--- config.mk ---
export PLATFORM = sky130hd
export DESIGN_NAME = uart_transmitter_flat
export DESIGN_NICKNAME = d
export VERILOG_FILES = /design/src/rtl/uart_pkg.sv /design/src/rtl/uart_transmitter_if.sv /design/src/rtl/uart_transmitter_datapath.sv /design/src/rtl/uart_transmitter.sv /design/src/flat_wrapper.sv
export SDC_FILE = /design/constraint.sdc
export NUM_CORES = 1
export LEC_CHECK = 0
export CAP_MARGIN = 20
export CORE_ASPECT_RATIO = 1.75
export CORE_MARGIN = 4
export CORE_UTILIZATION = 48
export DETAILED_ROUTE_END_ITERATION = 10
export PLACE_DENSITY_LB_ADDON = 0.1
export SLEW_MARGIN = 20
export SYNTH_ARGS = -nofsm -noshare
export SYNTH_HDL_FRONTEND = slang
export SYNTH_SLANG_ARGS = --single-unit
--- constraint.sdc ---
create_clock -name clk -period 1.8 [get_ports clk]
set_clock_uncertainty 0.05 [all_clocks]
set_input_delay 0.45 -clock clk [delete_from_list [all_inputs] [get_ports clk]]
set_output_delay 0.45 -clock clk [all_outputs]
set_load 0.01 [all_outputs]
--- src/rtl/uart_pkg.sv ---
// -----------------------------------------------------------------------------
// uart_pkg
// Shared UART definitions used by both the transmit and receive halves:
// FSM state encoding, the oversampling ratio, and the default frame shape.
// -----------------------------------------------------------------------------
package uart_pkg;

  // s_tick pulses per bit period.
  localparam int OVERSAMPLE  = 16;

  // Default frame shape: 8 data bits, 1 stop bit.
  localparam int DBIT_DEF    = 8;
  localparam int SB_TICK_DEF = 16;

  // PARITY is reachable only in builds that define UART_TX_PARITY_EN.
  typedef enum logic [2:0] {
    IDLE   = 3'd0,
    START  = 3'd1,
    DATA   = 3'd2,
    PARITY = 3'd3,
    STOP   = 3'd4
  } uart_state_e;

endpackage

--- src/rtl/uart_transmitter_if.sv ---
// -----------------------------------------------------------------------------
// uart_transmitter_if
// Host-side byte handshake of the UART transmitter.
//   tx_start     : host request to send din (valid)
//   din          : byte to send, sampled only on acceptance
//   tx_ready     : transmitter idle and able to accept tx_start
//   tx_done_tick : one-cycle pulse when a frame's stop period completes
// Modports: master = host side, slave = transmitter side.
// -----------------------------------------------------------------------------
interface uart_transmitter_if
  import uart_pkg::*;
#(
  parameter int DBIT = DBIT_DEF
);

  logic            tx_start;
  logic [DBIT-1:0] din;
  logic            tx_ready;
  logic            tx_done_tick;

  modport master (output tx_start, din, input  tx_ready, tx_done_tick);
  modport slave  (input  tx_start, din, output tx_ready, tx_done_tick);

endinterface

--- src/rtl/uart_transmitter_datapath.sv ---
// -----------------------------------------------------------------------------
// uart_transmitter_datapath
// Counters and shift register of the UART transmitter; no sequencing of its own.
// Optional feature macro: UART_TX_PARITY_EN (adds the latched parity bit).
// Ports:
//   clk, rst_n            : clock, asynchronous active-low reset
//   din_i                 : byte to load
//   load_i / shift_i      : load din_i / shift right by one (load wins)
//   tick_en_i, tick_clr_i : tick counter increment / clear (clear wins)
//   bit_en_i, bit_clr_i   : bit counter increment / clear (clear wins)
//   data_o                : shift register bits [1:0] (current and next LSB)
//   s15_o                 : tick count is at the last tick of a bit period
//   stop_last_o           : tick count is at the last tick of the stop period
//   bit_last_o            : bit counter is on the last data bit
//   parity_o              : even parity of the loaded byte (parity builds only)
// -----------------------------------------------------------------------------
module uart_transmitter_datapath
  import uart_pkg::*;
#(
  parameter int DBIT    = DBIT_DEF,
  parameter int SB_TICK = SB_TICK_DEF
) (
  input  logic            clk,
  input  logic            rst_n,
  input  logic [DBIT-1:0] din_i,
  input  logic            load_i,
  input  logic            shift_i,
  input  logic            tick_en_i,
  input  logic            tick_clr_i,
  input  logic            bit_en_i,
  input  logic            bit_clr_i,
  output logic [1:0]      data_o,
  output logic            s15_o,
  output logic            stop_last_o,
  output logic            bit_last_o
`ifdef UART_TX_PARITY_EN
  ,
  output logic            parity_o
`endif
);

  logic [DBIT-1:0] shreg_q, shreg_d;
  // Bits [3:0] form the per-bit tick count; bit 4 is needed only so STOP can
  // run to SB_TICK values up to 32. Outside STOP the count is cleared at 15.
  logic [4:0]      tick_q, tick_d;
  logic [2:0]      bit_q, bit_d;

  // NOTE: every signal gets a default before any condition so this block
  // stays purely combinational instead of inferring latches.
  always_comb begin
    shreg_d = shreg_q;
    if (load_i)       shreg_d = din_i;
    else if (shift_i) shreg_d = {1'b0, shreg_q[DBIT-1:1]};

    tick_d = tick_q;
    if (tick_clr_i)     tick_d = '0;
    else if (tick_en_i) tick_d = tick_q + 5'd1;

    bit_d = bit_q;
    if (bit_clr_i)     bit_d = '0;
    else if (bit_en_i) bit_d = bit_q + 3'd1;
  end

  // NOTE: state is updated with non-blocking assignments so every register
  // samples the pre-edge values. The shift register is reset as well as the
  // control state: it is small, and a known value keeps tx deterministic.
  always_ff @(posedge clk or negedge rst_n) begin
    if (!rst_n) begin
      shreg_q <= '0;
      tick_q  <= '0;
      bit_q   <= '0;
    end else begin
      shreg_q <= shreg_d;
      tick_q  <= tick_d;
      bit_q   <= bit_d;
    end
  end

`ifdef UART_TX_PARITY_EN
  // Parity is taken from din at acceptance, so later shifts cannot disturb it.
  logic parity_q;

  always_ff @(posedge clk or negedge rst_n) begin
    if (!rst_n)      parity_q <= 1'b0;
    else if (load_i) parity_q <= ^din_i;
  end

  assign parity_o = parity_q;
`endif

  assign data_o      = shreg_q[1:0];
  assign s15_o       = (tick_q[3:0] == 4'(OVERSAMPLE - 1));
  assign stop_last_o = (tick_q == 5'(SB_TICK - 1));
  assign bit_last_o  = (bit_q == 3'(DBIT - 1));

endmodule

--- src/rtl/uart_transmitter.sv ---
// -----------------------------------------------------------------------------
// uart_transmitter
// Serialises one byte per accepted request: start bit, DBIT data bits LSB
// first, optional even parity bit, then SB_TICK s_ticks of stop level.
// Optional feature macro: UART_TX_PARITY_EN (adds the PARITY state).
// Ports:
//   clk, rst_n : clock, asynchronous active-low reset
//   s_tick     : single-cycle pulse at 16x the baud rate
//   host       : uart_transmitter_if.slave (tx_start, din, tx_ready, tx_done_tick)
//   tx         : serial line, idle high; registered
// -----------------------------------------------------------------------------
module uart_transmitter
  import uart_pkg::*;
#(
  parameter int DBIT    = DBIT_DEF,
  parameter int SB_TICK = SB_TICK_DEF
) (
  input  logic                  clk,
  input  logic                  rst_n,
  input  logic                  s_tick,
  uart_transmitter_if.slave     host,
  output logic                  tx
);

  uart_state_e state_q, state_d;
  logic        tx_q, tx_d;
  logic        ready_q, ready_d;
  logic        done_q, done_d;

  logic        accept;
  logic        load, shift, tick_en, tick_clr, bit_en, bit_clr;
  logic [1:0]  data;
  logic        s15, stop_last, bit_last;
`ifdef UART_TX_PARITY_EN
  logic        parity;
`endif

  uart_transmitter_datapath #(
    .DBIT    (DBIT),
    .SB_TICK (SB_TICK)
  ) u_datapath (
    .clk         (clk),
    .rst_n       (rst_n),
    .din_i       (host.din),
    .load_i      (load),
    .shift_i     (shift),
    .tick_en_i   (tick_en),
    .tick_clr_i  (tick_clr),
    .bit_en_i    (bit_en),
    .bit_clr_i   (bit_clr),
    .data_o      (data),
    .s15_o       (s15),
    .stop_last_o (stop_last),
    .bit_last_o  (bit_last)
`ifdef UART_TX_PARITY_EN
    ,
    .parity_o    (parity)
`endif
  );

  assign accept = host.tx_start & ready_q;

  // tx, tx_ready and tx_done_tick are computed here as next-state values and
  // registered, so tx never has a combinational path from any input.
  always_comb begin
    state_d  = state_q;
    tx_d     = tx_q;
    ready_d  = ready_q;
    done_d   = 1'b0;
    load     = 1'b0;
    shift    = 1'b0;
    tick_en  = 1'b0;
    tick_clr = 1'b0;
    bit_en   = 1'b0;
    bit_clr  = 1'b0;

    case (state_q)
      IDLE: begin
        // Clearing on acceptance also discards an s_tick in that same cycle.
        if (accept) begin
          state_d  = START;
          tx_d     = 1'b0;
          ready_d  = 1'b0;
          load     = 1'b1;
          tick_clr = 1'b1;
          bit_clr  = 1'b1;
        end
      end

      START: begin
        tick_en = s_tick;
        if (s_tick && s15) begin
          tick_clr = 1'b1;
          state_d  = DATA;
          tx_d     = data[0];
        end
      end

      DATA: begin
        tick_en = s_tick;
        if (s_tick && s15) begin
          tick_clr = 1'b1;
          shift    = 1'b1;
          if (bit_last) begin
`ifdef UART_TX_PARITY_EN
            state_d = PARITY;
            tx_d    = parity;
`else
            state_d = STOP;
            tx_d    = 1'b1;
`endif
          end else begin
            bit_en = 1'b1;
            // The register shifts on this same edge, so the next bit on the
            // line is the one currently one position above the LSB.
            tx_d   = data[1];
          end
        end
      end

`ifdef UART_TX_PARITY_EN
      PARITY: begin
        tick_en = s_tick;
        if (s_tick && s15) begin
          tick_clr = 1'b1;
          state_d  = STOP;
          tx_d     = 1'b1;
        end
      end
`endif

      STOP: begin
        tick_en = s_tick;
        if (s_tick && stop_last) begin
          tick_clr = 1'b1;
          state_d  = IDLE;
          tx_d     = 1'b1;
          ready_d  = 1'b1;
          done_d   = 1'b1;
        end
      end

      default: begin
        state_d = IDLE;
        tx_d    = 1'b1;
        ready_d = 1'b1;
      end
    endcase
  end

  always_ff @(posedge clk or negedge rst_n) begin
    if (!rst_n) begin
      state_q <= IDLE;
      tx_q    <= 1'b1;
      ready_q <= 1'b1;
      done_q  <= 1'b0;
    end else begin
      state_q <= state_d;
      tx_q    <= tx_d;
      ready_q <= ready_d;
      done_q  <= done_d;
    end
  end

  assign tx                = tx_q;
  assign host.tx_ready     = ready_q;
  assign host.tx_done_tick = done_q;

endmodule

--- src/flat_wrapper.sv ---
// flat-port wrapper written by rule: the top's interface ports become plain ports
module uart_transmitter_flat import uart_pkg::*;
#(
  parameter int DBIT    = DBIT_DEF,
  parameter int SB_TICK = SB_TICK_DEF
)
  (clk, rst_n, s_tick, tx, host_tx_start, host_din, host_tx_ready, host_tx_done_tick);
  uart_transmitter_if #(.DBIT(DBIT)) host_i ();
  input  logic clk;
  input  logic rst_n;
  input  logic s_tick;
  output logic tx;
  input wire logic [$bits(host_i.tx_start)-1:0] host_tx_start;
  input wire logic [$bits(host_i.din)-1:0] host_din;
  output wire logic [$bits(host_i.tx_ready)-1:0] host_tx_ready;
  output wire logic [$bits(host_i.tx_done_tick)-1:0] host_tx_done_tick;
  assign host_i.tx_start = host_tx_start;
  assign host_i.din = host_din;
  assign host_tx_ready = host_i.tx_ready;
  assign host_tx_done_tick = host_i.tx_done_tick;
  uart_transmitter #(.DBIT(DBIT), .SB_TICK(SB_TICK)) u_core (.clk(clk), .rst_n(rst_n), .s_tick(s_tick), .host(host_i), .tx(tx));
endmodule
**After elaboration in Yosys (flattened, before gate mapping)**

Cells that the tools add are included.

- $add $sub $neg: 2
- Equality and inequality tests: 11
- Multiplexer cells: 30
- Bitwise operators: 2
- Reductions and logical operators: 11

Operators by type and width:

| operator | number |
|---|---|
| 3-bit 2-to-1 mux | 7 |
| 8-bit 2-to-1 mux | 2 |
| 1-bit 2-to-1 mux | 15 |
| 3-bit one-hot mux with 4 select lines | 1 |
| 5-bit 2-to-1 mux | 2 |
| 2-bit by 1-bit inequality test with 1-bit output (second input constant) | 5 |
| 3-bit equality test (second input constant) | 2 |
| 1-bit one-hot mux with 3 select lines | 2 |
| 2-bit nonzero test | 3 |
| 5-bit by 1-bit adder with 5-bit output (second input constant) | 1 |
| 5-bit by 4-bit equality test with 1-bit output (second input constant) | 1 |
| 5-bit AND reduction | 1 |
| 4-bit equality test (second input constant) | 1 |
| 1-bit one-hot mux with 4 select lines | 1 |
| 4-bit AND reduction | 1 |
| 3-bit by 1-bit adder with 3-bit output (second input constant) | 1 |
| 3-bit by 1-bit equality test with 1-bit output (second input constant) | 1 |
| 3-bit by 2-bit equality test with 1-bit output (second input constant) | 1 |
| 3-bit zero test | 1 |
| 3-bit AND reduction | 1 |
| 3-bit OR reduction | 1 |
| 1-bit logical AND | 2 |
| 2-bit OR reduction | 1 |
| 1-bit bitwise AND | 1 |
| 1-bit NOT | 1 |

- Register bits after elaboration: 22
- Input bits: 12
- Output and inout port bits: 3
- Logic and storage cells: 63

**Longest topological paths before layout**

- Word-level depth: 6
- Gate-level depth with buffers: 7

**Hierarchy**

Synthesis repeated with hierarchy kept, for this count alone.

- Cells, all modules: 114
- Area, all modules: 1244.9 µm²

By module, submodules not included:

| module | instances | cells an instance | area an instance (µm²) |
|---|---|---|---|
| uart_transmitter_datapath | 1 | 70 | 793.3 |
| uart_transmitter | 1 | 44 | 451.7 |

**Worst setup path after synthesis**

Ideal clock, no wire load.

- Path kind: register to register
- Start: reg u_core.u_datapath.tick_q[0]
- End: reg u_core.u_datapath.shreg_q[1]
- Library setup time: 0.126 ns
- Arrival: 1.675 ns
- Required time: 1.624 ns
- Path slack: -0.051 ns
- Stages on the path, launching flop included: 7
- Buffers on the path: 1
- Clock period less this slack: 1.851 ns
- Cell sequence: dfrtp_1 ha_1 nand4_1 or4b_1 clkbuf_2 and3_1 a221o_1

- Word-level cells in the longest chain between the ends: 5

RTL lines:

| item | RTL line | text |
|---|---|---|
| start: declaration | uart_transmitter_datapath.sv:45 | `logic [4:0] tick_q, tick_d;` |
| start signal: assignment | uart_transmitter_datapath.sv:74 | `tick_q <= tick_d;` |
| 4-bit equality test | uart_transmitter_datapath.sv:92 | `assign s15_o = (tick_q[3:0] == 4'(OVERSAMPLE - 1));` |
| 1-bit logical AND | uart_transmitter.sv:101 | `if (s_tick && s15) begin` |
| 1-bit 2-to-1 mux | uart_transmitter.sv:101 |  |
| 1-bit 2-to-1 mux | uart_transmitter.sv:77 | `case (state_q)` |
| 2-bit nonzero test (no source line) | n/a |  |
| end signal: assignment | uart_transmitter_datapath.sv:73 | `shreg_q <= shreg_d;` |
| end: declaration | uart_transmitter_datapath.sv:42 | `logic [DBIT-1:0] shreg_q, shreg_d;` |

Every way passes these cells.
A chain may end at the register's enable or synchronous reset.

**Worst setup path in the final report**

- Start: reg u_core.u_datapath.tick_q[1]
- End: reg u_core.u_datapath.shreg_q[1]

The elaborated chain is that of the path after synthesis.

==> impl_summary.log <==
[metrics] Total Neg Setup Slack: 0 ns
[metrics] Syn Nets: 138
[metrics] top cell type by total area after synthesis: sky130_fd_sc_hd__dfrtp_1
[metrics] class of the most critical setup path: reg -> reg
[metrics] longest individual stage delay on the worst path: between 0.5 and 0.6 ns
[metrics] Worst VDD drop: between 600 and 700 µV
[metrics] list of cells traversed by the critical path: ha_2, nand4_1, or4b_4, and3_4, a221o_1
[metrics] average cell area after synthesis: between 9 and 10 µm²
[metrics] most common flop cell mapped by yosys: sky130_fd_sc_hd__dfrtp_1
[metrics] clock tree from TritonCTS: done
[metrics] Max H-tree Level: 1
[metrics] count of buffers inserted at the top-level ports: 14
[metrics] Die Span X: between 40 and 50 µm
[metrics] P_leak: roughly 0.75 nW
[metrics] final weighted congestion in routability-driven placement: roughly 0.76
[metrics] number of global-route vias before repair: around 1000
[metrics] HPWL Detailed: between 1500 and 2000 µm
[metrics] most common cell in the netlist: sky130_fd_sc_hd__dfrtp_1
[metrics] Cell Rows: 23
[metrics] ANT cells: 0
[metrics] first-pass GRT wire length: around 4400 µm
[metrics] top cell type's share of synthesized area: a little over two fifths
[metrics] Async S/R FF share, synth: 100%
[metrics] die footprint: between 0.003 and 0.004 mm²
[metrics] Worst Setup End Kind: flop
[metrics] area of the mapped netlist: between 0.001 and 0.0015 mm²
[metrics] clock latency on the worst-skew pair: ~0.26 ns
[metrics] DRC violations left: 0
[metrics] antenna violations before repair: 0
[metrics] Max Freq: ~0.56 GHz
[metrics] Largest delay share family, worst path: simple AND/OR/NAND/NOR gates
[metrics] Layout area overhead: 33.7%
[metrics] core outline area: 0.00230 mm²
[metrics] via count: around 1000
[metrics] power density of the placed cells: roughly 570 mW/mm²
[metrics] top-level I/O count: 15
[metrics] fraction of layout instances using a drive strength above 1: roughly 27%
[metrics] biggest area contributors in the synthesized netlist: sky130_fd_sc_hd__dfrtp_1 43%, sky130_fd_sc_hd__nand2_1 4.9%, sky130_fd_sc_hd__a21oi_1 4.8%
[metrics] CP arrival: 1.90 ns
[metrics] initial DRC count: 22
[metrics] unrepaired setup endpoints after global routing: yes
[metrics] largest fanout on the critical path: 3
[metrics] Max Transition Viols Final: 0
[metrics] commonest cells in the netlist: 20 x sky130_fd_sc_hd__dfrtp_1, 15 x sky130_fd_sc_hd__nand2_1, 13 x sky130_fd_sc_hd__nor2_1
[metrics] Tot GR Track Use: roughly 18%
[metrics] CTS Sinks: 22
[metrics] clock buffer count from CTS: 3
[metrics] overall overflow remaining after global route: 0
[metrics] number of maximum-capacitance violations: 0
[metrics] deepest clock path buffer count: 2
[metrics] worst min-delay path class: reg -> reg
[metrics] pin count of the biggest net entering global routing: 23
[metrics] initial core utilization: 50.3%
[metrics] Die Span Y: approximately 73 µm
[metrics] Worst Hold Slack: 0.469 ns
[metrics] share of synthesized area occupied by flip-flops and latches: approximately 48%
[metrics] post-synthesis cell type count: 38
[metrics] final hold violation count: 0
[metrics] final period utilization: ~100%
[metrics] number of setup violations in the final report: 0
[metrics] CTS clock-pin slew for the worst setup and hold paths: around 0.080 ns
[metrics] Least-Margin Pin Slew: between 0.3 and 0.4 ns
[metrics] kind of start point of the critical path: flop
[metrics] result of the run: complete, no violations
[metrics] #FFs+latches synth: 22
[metrics] final net count: roughly 170
[metrics] average wire length per cell after detail routing: 14.4 µm
[metrics] crit path max-delay cell type: sky130_fd_sc_hd__or4b_4
[metrics] post-detailed-route via-to-cell ratio: just under 6
[metrics] number of warnings printed during yosys synthesis: 0
[metrics] count of buffering cells on the critical path with inverters included: 0
[metrics] number of synthesized flops with an enable pin: 0
[metrics] CTS Root Buffer Type: sky130_fd_sc_hd__clkbuf_8
[metrics] Rel. slew slack: 77.5%
[metrics] filler cell count in the final layout: between 200 and 250
[metrics] Gate Count Post-Synth: roughly 120
[metrics] aggregate routed wire length: ~2500 µm
[metrics] Worst Path Required: roughly 1.9 ns
[metrics] post-route antenna net violation count: 0
[metrics] number of iterations in the first detailed-routing pass: 4
[metrics] final worst path period need: 1.80 ns
[metrics] hold bufs inserted after CTS: 0
[cell type report]
type                       instances  area, µm²  share of cell area [%]
multi-input combinational         90        617                    39.8
timing repair buffer              34        289                    18.7
clock buffer                       4       55.1                    3.55
sequential                        22        553                    35.7
inverter                           1       3.75                   0.242
tap                               25       31.3                    2.02
[what timing repair did]
| action | CTS | global route |
|---|---|---|
| endpoints found under the setup margin | 9 | 14 |
| resized for setup | 6 | 10 |
| pin swaps | 3 | 3 |
| setup buffers | 0 | 1 |
[cell usage in the layout, fill, tap and decap left out, drive strengths merged, types with 2 or more instances in the layout]
| master | netlist | layout |
|---|---|---|
| a22oi | 2 | 2 |
| dlygate4sd2 | 0 | 3 |
| nor4b | 3 | 3 |
| nand3 | 4 | 4 |
| dfstp | 2 | 2 |
| mux2i | 4 | 4 |
| nand2 | 15 | 15 |
| buf | 2 | 20 |
| ha | 4 | 4 |
| nand3b | 3 | 3 |
| o211ai | 2 | 2 |
| and3 | 2 | 2 |
| nor3 | 2 | 2 |
| clkbuf | 7 | 4 |
| clkdlybuf4s50 | 0 | 10 |
| xor2 | 4 | 4 |
| nor2 | 13 | 13 |
| dfrtp | 20 | 20 |
| or3 | 2 | 2 |
| a21oi | 11 | 11 |
| o21ai | 3 | 3 |
[per-layer routing]
| layer | track usage, % | wire (µm) | vias to the layer above |
|---|---|---|---|
| li1 | - | - | 495 |
| met1 | 18.7 | 941 | 499 |
| met2 | 33.1 | 1470 | 18 |
| met3 | 3.21 | 78 | 6 |
| met4 | 6.84 | 53 | 0 |
| met5 | 0 | 0 | - |
[through the flow]
stage          setup WS, ns  power [W]  instance area, µm²  cells  utilization, %
6_report            0.00134   0.000880                1550    176            67.3
5_1_grt             -0.0375   0.000917                1550    176            67.3
4_1_cts             -0.0306   0.000891                1500    175            65.1
3_5_place_dp         -0.354   0.000543                1440    171            62.4
3_3_place_gp         -0.340   0.000543                1440    171            62.4
2_1_floorplan       -0.0506   0.000504                1160    122               -
[registers in the layout (all words and copies together), names as in the netlist]
name / cells
u_core.host.tx_ready: 1
u_core.host.tx_done_tick: 1
u_core.u_datapath.tick_q: 5
u_core.u_datapath.bit_q: 3
u_core.u_datapath.shreg_q: 8
u_core.tx: 1
u_core.state_q: 3
[worst paths after layout]
check                                                              start                                        to  slack [ns]  depth (start not counted)
worst min-delay path            u_core.u_datapath.shreg_q[2]$_DFFE_PN0P_  u_core.u_datapath.shreg_q[2]$_DFFE_PN0P_        0.47                          2
worst min register to register  u_core.u_datapath.shreg_q[2]$_DFFE_PN0P_  u_core.u_datapath.shreg_q[2]$_DFFE_PN0P_        0.47                          2
worst max register to register   u_core.u_datapath.tick_q[1]$_DFFE_PN0P_  u_core.u_datapath.shreg_q[1]$_DFFE_PN0P_       0.001                          5
min in group asynchronous                                          rst_n   u_core.u_datapath.tick_q[3]$_DFFE_PN0P_        0.48                          2
max in group asynchronous                                          rst_n          u_core.host.tx_ready$_DFFE_PN1P_        0.94                          2
worst max-delay path             u_core.u_datapath.tick_q[1]$_DFFE_PN0P_  u_core.u_datapath.shreg_q[1]$_DFFE_PN0P_       0.001                          5
[tightest hold or removal path: stages (launching register included)]
cell,delay [ns]
sky130_fd_sc_hd__dfrtp_1,0.36
sky130_fd_sc_hd__nand3_1,0.07
sky130_fd_sc_hd__nand2_1,0.06
[report_power, final]
group / leakage (nW) / switching [W] / internal, W
Combinational: 0.421 / 0.0000149 / 0.0000228
Sequential: 0.300 / 0 / 0.000494
Clock: 0.0288 / 0.000154 / 0.000195
Total: 0.750 / 0.000168 / 0.000712
[cell families (layout without fill, tap and decap cells)]
family	Yosys count	count (layout)	share of synthesized area (%)
compound gates	24	24	13.0
flops	22	22	47.7
simple gates	52	52	23.3
mux	5	5	4.43
fa+ha+maj	4	4	4.32
buf+inv	10	39	3.45
xor+xnor	5	5	3.78
Note: power is estimated with default switching activity, not from simulation.
